`config.mk`:
```
export PLATFORM = sky130hd
export DESIGN_NAME = dac_writer
export DESIGN_NICKNAME = d
export VERILOG_FILES = /design/src/rtl/dac_writer.sv
export SDC_FILE = /design/constraint.sdc
export NUM_CORES = 1
export LEC_CHECK = 0
export ABC_AREA = 1
export CAP_MARGIN = 10
export CORE_UTILIZATION = 25
export DETAILED_ROUTE_END_ITERATION = 10
export PLACE_DENSITY_LB_ADDON = 0.05
export SLEW_MARGIN = 20
export SYNTH_ARGS = -nofsm -noshare
export SYNTH_HDL_FRONTEND = slang
export SYNTH_SLANG_ARGS = --single-unit
```
`constraint.sdc`:
```
create_clock -name sclk -period 1.35 [get_ports sclk]
set_clock_uncertainty 0.15 [all_clocks]
set_input_delay 0.135 -clock sclk [delete_from_list [all_inputs] [get_ports sclk]]
set_output_delay 0.135 -clock sclk [all_outputs]
set_load 0.05 [all_outputs]
```
`src/rtl/dac_writer.sv`:
```
// dac_writer: serial transmitter for a 16-bit SPI-style DAC frame
// ({2'b00, pd, din}, MSB first). A word is taken through a valid/ready handshake,
// shifted out on cs_n/s_data, then the block holds cs_n high for a guard gap
// before it accepts the next word. All outputs are registered on rising sclk.
module dac_writer #(
  parameter int unsigned GAP_CYCLES = 2  // legal range 1..15
) (
  input  logic        sclk,
  input  logic        rst,
  input  logic [11:0] din,
  input  logic [1:0]  pd,
  input  logic        din_valid,
  output logic        din_ready,
  output logic        cs_n,
  output logic        s_data,
  output logic        done,
  output logic        busy
);

  typedef enum logic [1:0] {
    StIdle,
    StShift,
    StGap
  } state_e;

  localparam logic [3:0] GapLoad = 4'(GAP_CYCLES);

  state_e      state;
  logic [15:0] shreg;
  logic [3:0]  bit_cnt;
  logic [3:0]  gap_cnt;

  // Frame sequencer: handshake, bit shifting and inter-frame gap, with every
  // output updated in the same registered process so nothing is combinational.
  always_ff @(posedge sclk) begin
    if (rst) begin
      state     <= StIdle;
      shreg     <= '0;
      bit_cnt   <= '0;
      gap_cnt   <= '0;
      din_ready <= 1'b1;
      cs_n      <= 1'b1;
      s_data    <= 1'b0;
      done      <= 1'b0;
      busy      <= 1'b0;
    end else begin
      done <= 1'b0;
      unique case (state)
        StIdle: begin
          if (din_valid && din_ready) begin
            // Bit 15 of the frame (always 0) goes out now; the register keeps
            // the remaining 15 bits left-aligned so its MSB is the next bit.
            shreg     <= {1'b0, pd, din, 1'b0};
            s_data    <= 1'b0;
            cs_n      <= 1'b0;
            din_ready <= 1'b0;
            busy      <= 1'b1;
            bit_cnt   <= 4'd15;
            state     <= StShift;
          end
        end
        StShift: begin
          if (bit_cnt == 4'd0) begin
            // Bit 0 has been presented for a full cycle: close the frame.
            cs_n    <= 1'b1;
            s_data  <= 1'b0;
            done    <= 1'b1;
            gap_cnt <= GapLoad;
            state   <= StGap;
          end else begin
            s_data  <= shreg[15];
            shreg   <= {shreg[14:0], 1'b0};
            bit_cnt <= bit_cnt - 4'd1;
          end
        end
        StGap: begin
          if (gap_cnt <= 4'd1) begin
            gap_cnt   <= '0;
            din_ready <= 1'b1;
            busy      <= 1'b0;
            state     <= StIdle;
          end else begin
            gap_cnt <= gap_cnt - 4'd1;
          end
        end
        default: state <= StIdle;
      endcase
    end
  end

endmodule

```
* Word-level counts from Yosys, hierarchy flattened *
Index checks and enable logic that the tools add are counted.
Widths: inputs -> output; s select.

operators by class
  $add $sub $neg = 2
  magnitude comparators = 1
  eq/ne operators = 6
  muxes and demuxes = 24
  bitwise logic cells = 1
  reductions and logical operators = 13

operator list
  cell                 count
  $mux 16              2
  $pmux 16 s2          1
  $mux 4               4
  $pmux 4 s2           2
  $reduce_and 3->1     4
  $ne 2x2->1 const B   4
  $pmux 1 s2           4
  $sub 4x1->4 const B  2
  $mux 1               7
  $mux 2               3
  $pmux 2 s3           1
  $reduce_bool 2->1    3
  $le 4x1->1 const B   1
  $logic_not 4->1      1
  $reduce_and 2->1     2
  $eq 2x1->1 const B   1
  $eq 2x2->1 const B   1
  $logic_not 2->1      1
  $reduce_or 2->1      1
  $logic_and 1x1->1    1
  $not 1->1            1

word-level totals
  flip-flop bits (word level) = 31
  output and inout port bits = 5
  word-level logic and storage cells = 56

* Logic depth before layout (Yosys ltp) *
  depth after elaboration = 3
  depth in mapped cells = 9

* Worst setup path before layout *
No wires, ideal clock.

  path kind = register to register
  start = register din_ready
  end = register shreg[10]
  arrival time = 1335 ps
  required time = 1084 ps
  slack = -251 ps
  cell stages (with the launch flop) = 7
  cells stage by stage = dfxtp_1 > nand3_4 > nand2_8 > inv_6 > buf_8 > nor2_2 > nor2_1

between the ends
  cells in the longest elaborated chain, start to end = 3

ends and longest elaborated chain
  item                               RTL line  text
  start, declared                    13        output logic din_ready,
  start signal, assigned             41        din_ready <= 1'b1;
  start signal, assigned             56        din_ready <= 1'b0;
  start signal, assigned             79        din_ready <= 1'b1;
  $logic_and 1x1->1                  50        if (din_valid && din_ready) begin
  $ne 2x2->1 (no source line)        --
  $reduce_and 3->1 (no source line)  --
  end signal, assigned               53        shreg <= {1'b0, pd, din, 1'b0};
  end signal, assigned               72        shreg <= {shreg[14:0], 1'b0};
  end, declared                      29        logic [15:0] shreg;

No other way between the ends.
A chain may end at the register's enable or synchronous reset.

* Worst setup path in the final report *
  start = register bit_cnt[1]
  end = register bit_cnt[2]

between the ends
  cells in the longest elaborated chain, start to end = 3

ends and longest elaborated chain
  item                                                   RTL line  text
  start, declared                                        30        logic [3:0] bit_cnt;
  start signal, assigned                                 73        bit_cnt <= bit_cnt - 4'd1;
  $sub 4x1->4 / $logic_not 4->1 (equally long branches)  73, 63
  $mux 4 / $ne 2x2->1 (equally long branches)            --
  $pmux 4 s2 / $reduce_and 3->1 (equally long branches)  --

Several ways; a longest one is shown, not always the timed one. The select of a mux whose other input is x is not followed.

==> metrics <==
status finished, violations left; failing checks setup timing; Via-to-Cell Ratio between 4 and 5; floorplan core area approximately 5600 um^2; largest family of logic cells by synthesized area simple AND/OR/NAND/NOR gates; slew margin rel. 0.8260; maximum vdd drop 466.5 uV; final setup violating endpoints 3; Pre-antenna DRT Iters 4; utilization after layout 0.3818; post-synthesis xor/xnor area fraction 0.005952; crit path kind flop to flop; mean post-synth cell area 7.248 um^2; Initial Util 0.2640; Mapped Cells 203; critical-path cell list inv_2, ha_4, nand3_4, nand2_8, nand2_8, inv_12, nor2_4, nand2_1, nand2_1; nets between 200 and 300; Hold Fails Final Rpt 0; CTS Hold Bufs 0; Die Span Y around 80 um; Clk Latency, worst-skew pair ~280 ps; Worst Setup End Kind flop; Sink Count 30; CP delay by family, top simple AND/OR/NAND/NOR gates; Cell Area, Synth about 1500 um^2; Area Overhead vs Synth 44.64%; pwr dens 1462 nW/um^2; Root Buffer clkbuf_8; Max Cap Violations 0; clock buffer depth 2; fin. max-slew vios 0; synth top area cells dfxtp_1, nand2_1, nor2_1, o21ai_0, nand3_1; first-pass GRT wire length roughly 6000 um; post-synth cell types 27; Final min period approximately 1400 ps; TritonCTS Buffers 5; worst hold path class flop to flop; TritonCTS clock tree yes; CP required between 1000 and 1500 ps; PortBufs 21; Detail Route Antenna Nets 0; flops & latches, synth 30; Final HPWL DP 2402 um; initial antenna violation count 0; H-Tree Depth 2; startpoint type of the worst setup path flop; routability cong. around 0.78; post-synth top area share 0.4082; DRT iter0 DRCs 46; Crit path buffers/inverters 2; standard-cell rows 27; DP Area 1911 um^2; WHS about 320 ps; share of layout cells above drive strength 1 0.3115; post-synthesis sequential area ratio 0.4082; total track usage 0.1298; Fmax 0.7254 GHz; unrepaired setup endpoints after global routing true; Syn. warnings 0; # DRC 0; post-synthesis net count ~220; routed wire length between 3000 and 4000 um; Pleak around 0.90 nW; vias in the first global route between 1000 and 1500; peak fanout along the critical path 8; largest area contributor in the netlist dfxtp_1; Die X roughly 79 um; DR vias ~1400; Period Utilization, post-route 1.021; Fill cells 588; drt wl/cell between 10 and 15 um; Clock Pin Slew Worst Setup and Hold Paths approximately 60 ps; crit path DAT around 1400 ps; largest net degree at the start of global routing 22; number of I/O pins 22; antenna diode instance count 0; compound-cell area share of the yosys netlist 0.09949; synthesized-area fraction occupied by adder cells 0.02551; CP max-delay cell dfxtp_2; Fin Setup TNS -41.01 ps; mux contribution to synthesized area 0; fin worst setup slack -28.53 ps; max incr delay on CP between 300 and 400 ps; total grt overflow 0; die area between 6000 and 7000 um^2; Simple-Gate Fraction of Synth Area 0.3793; Slew @ Worst Pin around 260 ps; Final Cell Area around 2100 um^2
-- cells by family (layout without fill, tap and decap cells) --
kind of cell,after synthesis,count (layout)
and+or+nand+nor,119,121
buffers and inverters,23,62
adders and majority gates,3,3
AOI/OAI and AO/OA,27,27
xor gates and xnor gates,1,1
DFF,30,30
-- flip-flops by register name, summed over array words and instances (netlist names) --
signal,count
din_ready,1
s_data,1
done,1
busy,1
gap_cnt,4
cs_n,1
shreg,15
bit_cnt,4
state,2
-- worst paths after layout --
check	startpoint	to	slack [ps]	cells past startpoint
setup / recovery	bit_cnt[1]	bit_cnt[2]	-30	9
hold / removal	shreg[14]	shreg[15]	320	2
setup reg to reg	bit_cnt[1]	bit_cnt[2]	-30	9
hold reg to reg	shreg[14]	shreg[15]	320	2
-- cell usage in the layout, fill, tap and decap left out, types with 6 or more instances in the layout --
cell type / Yosys / layout
nor2_2: 10 / 9
buf_4: 1 / 14
nand3_1: 14 / 12
a21oi_1: 7 / 6
buf_12: 0 / 6
inv_1: 13 / 7
nand2_1: 61 / 58
o21ai_1: 2 / 10
clkdlybuf4s50_1: 0 / 16
nor2_1: 26 / 25
clkbuf_8: 0 / 6
inv_2: 1 / 6
dfxtp_1: 30 / 24
-- cell usage after synthesis --
cell,n
inv_6,1
a21oi_2,3
nand4_1,2
nand2_8,2
inv_1,13
clkbuf_1,1
buf_4,1
nand3_2,1
a21oi_1,7
ha_1,3
clkbuf_2,1
o21ai_1,2
nand3b_1,1
nand3_1,14
buf_6,1
dfxtp_1,30
buf_2,2
buf_8,1
nand2_4,1
o21ai_0,15
inv_4,1
inv_2,1
nand2_1,61
nor2_2,10
nand3_4,1
xnor2_1,1
nor2_1,26
-- report_power, final --
part           internal [W]  switching [W]
clock              0.000411       0.000334
combinational      0.000513       0.000697
sequential          0.00105       0.000108
-- area by class of cell --
class | instances | area, um^2 | share of cell area
multi-input cells | 152 | 850.8 | 0.3998
flip-flops and latches | 30 | 610.6 | 0.2869
repair buffers | 37 | 396.6 | 0.1864
well taps | 72 | 90.09 | 0.04233
clock buffers | 7 | 86.33 | 0.04056
inverters | 16 | 77.57 | 0.03645
repair inverters | 1 | 11.26 | 0.005291
clock inverters | 1 | 5.005 | 0.002352
-- metal layers --
| layer | GRT usage | wire, um |
|---|---|---|
| met4 | 0.05185 | 42 |
| met5 | 0 | 0 |
| met2 | 0.2096 | 1713 |
| met3 | 0.04023 | 157 |
| met1 | 0.1599 | 1748 |
-- stage by stage --
| stage | power, W | setup WS (ps) | std cells |
|---|---|---|---|
| after global routing | 0.003351 | -107.2 | 316 |
| final | 0.003111 | -28.53 | 316 |
| after floorplan | 0.001886 | -15.35 | 203 |
| after detailed placement | 0.002216 | -123.1 | 303 |
| after CTS | 0.003074 | -18.61 | 314 |
| after global placement | 0.002199 | -106.8 | 303 |
-- worst min-delay path, cell delays in order, from the launching register on --
cell and delay (ps):
dfxtp_1 310, nand2_1 60, a21oi_1 50
-- what timing repair did --
item | CTS | global route
cloned | 3 | 0
pin swaps | 1 | 11
buffers inserted | 0 | 2
gates resized for setup | 9 | 30
setup endpoints to repair | 21 | 26
No activity file was read; power rests on OpenSTA's default activity.
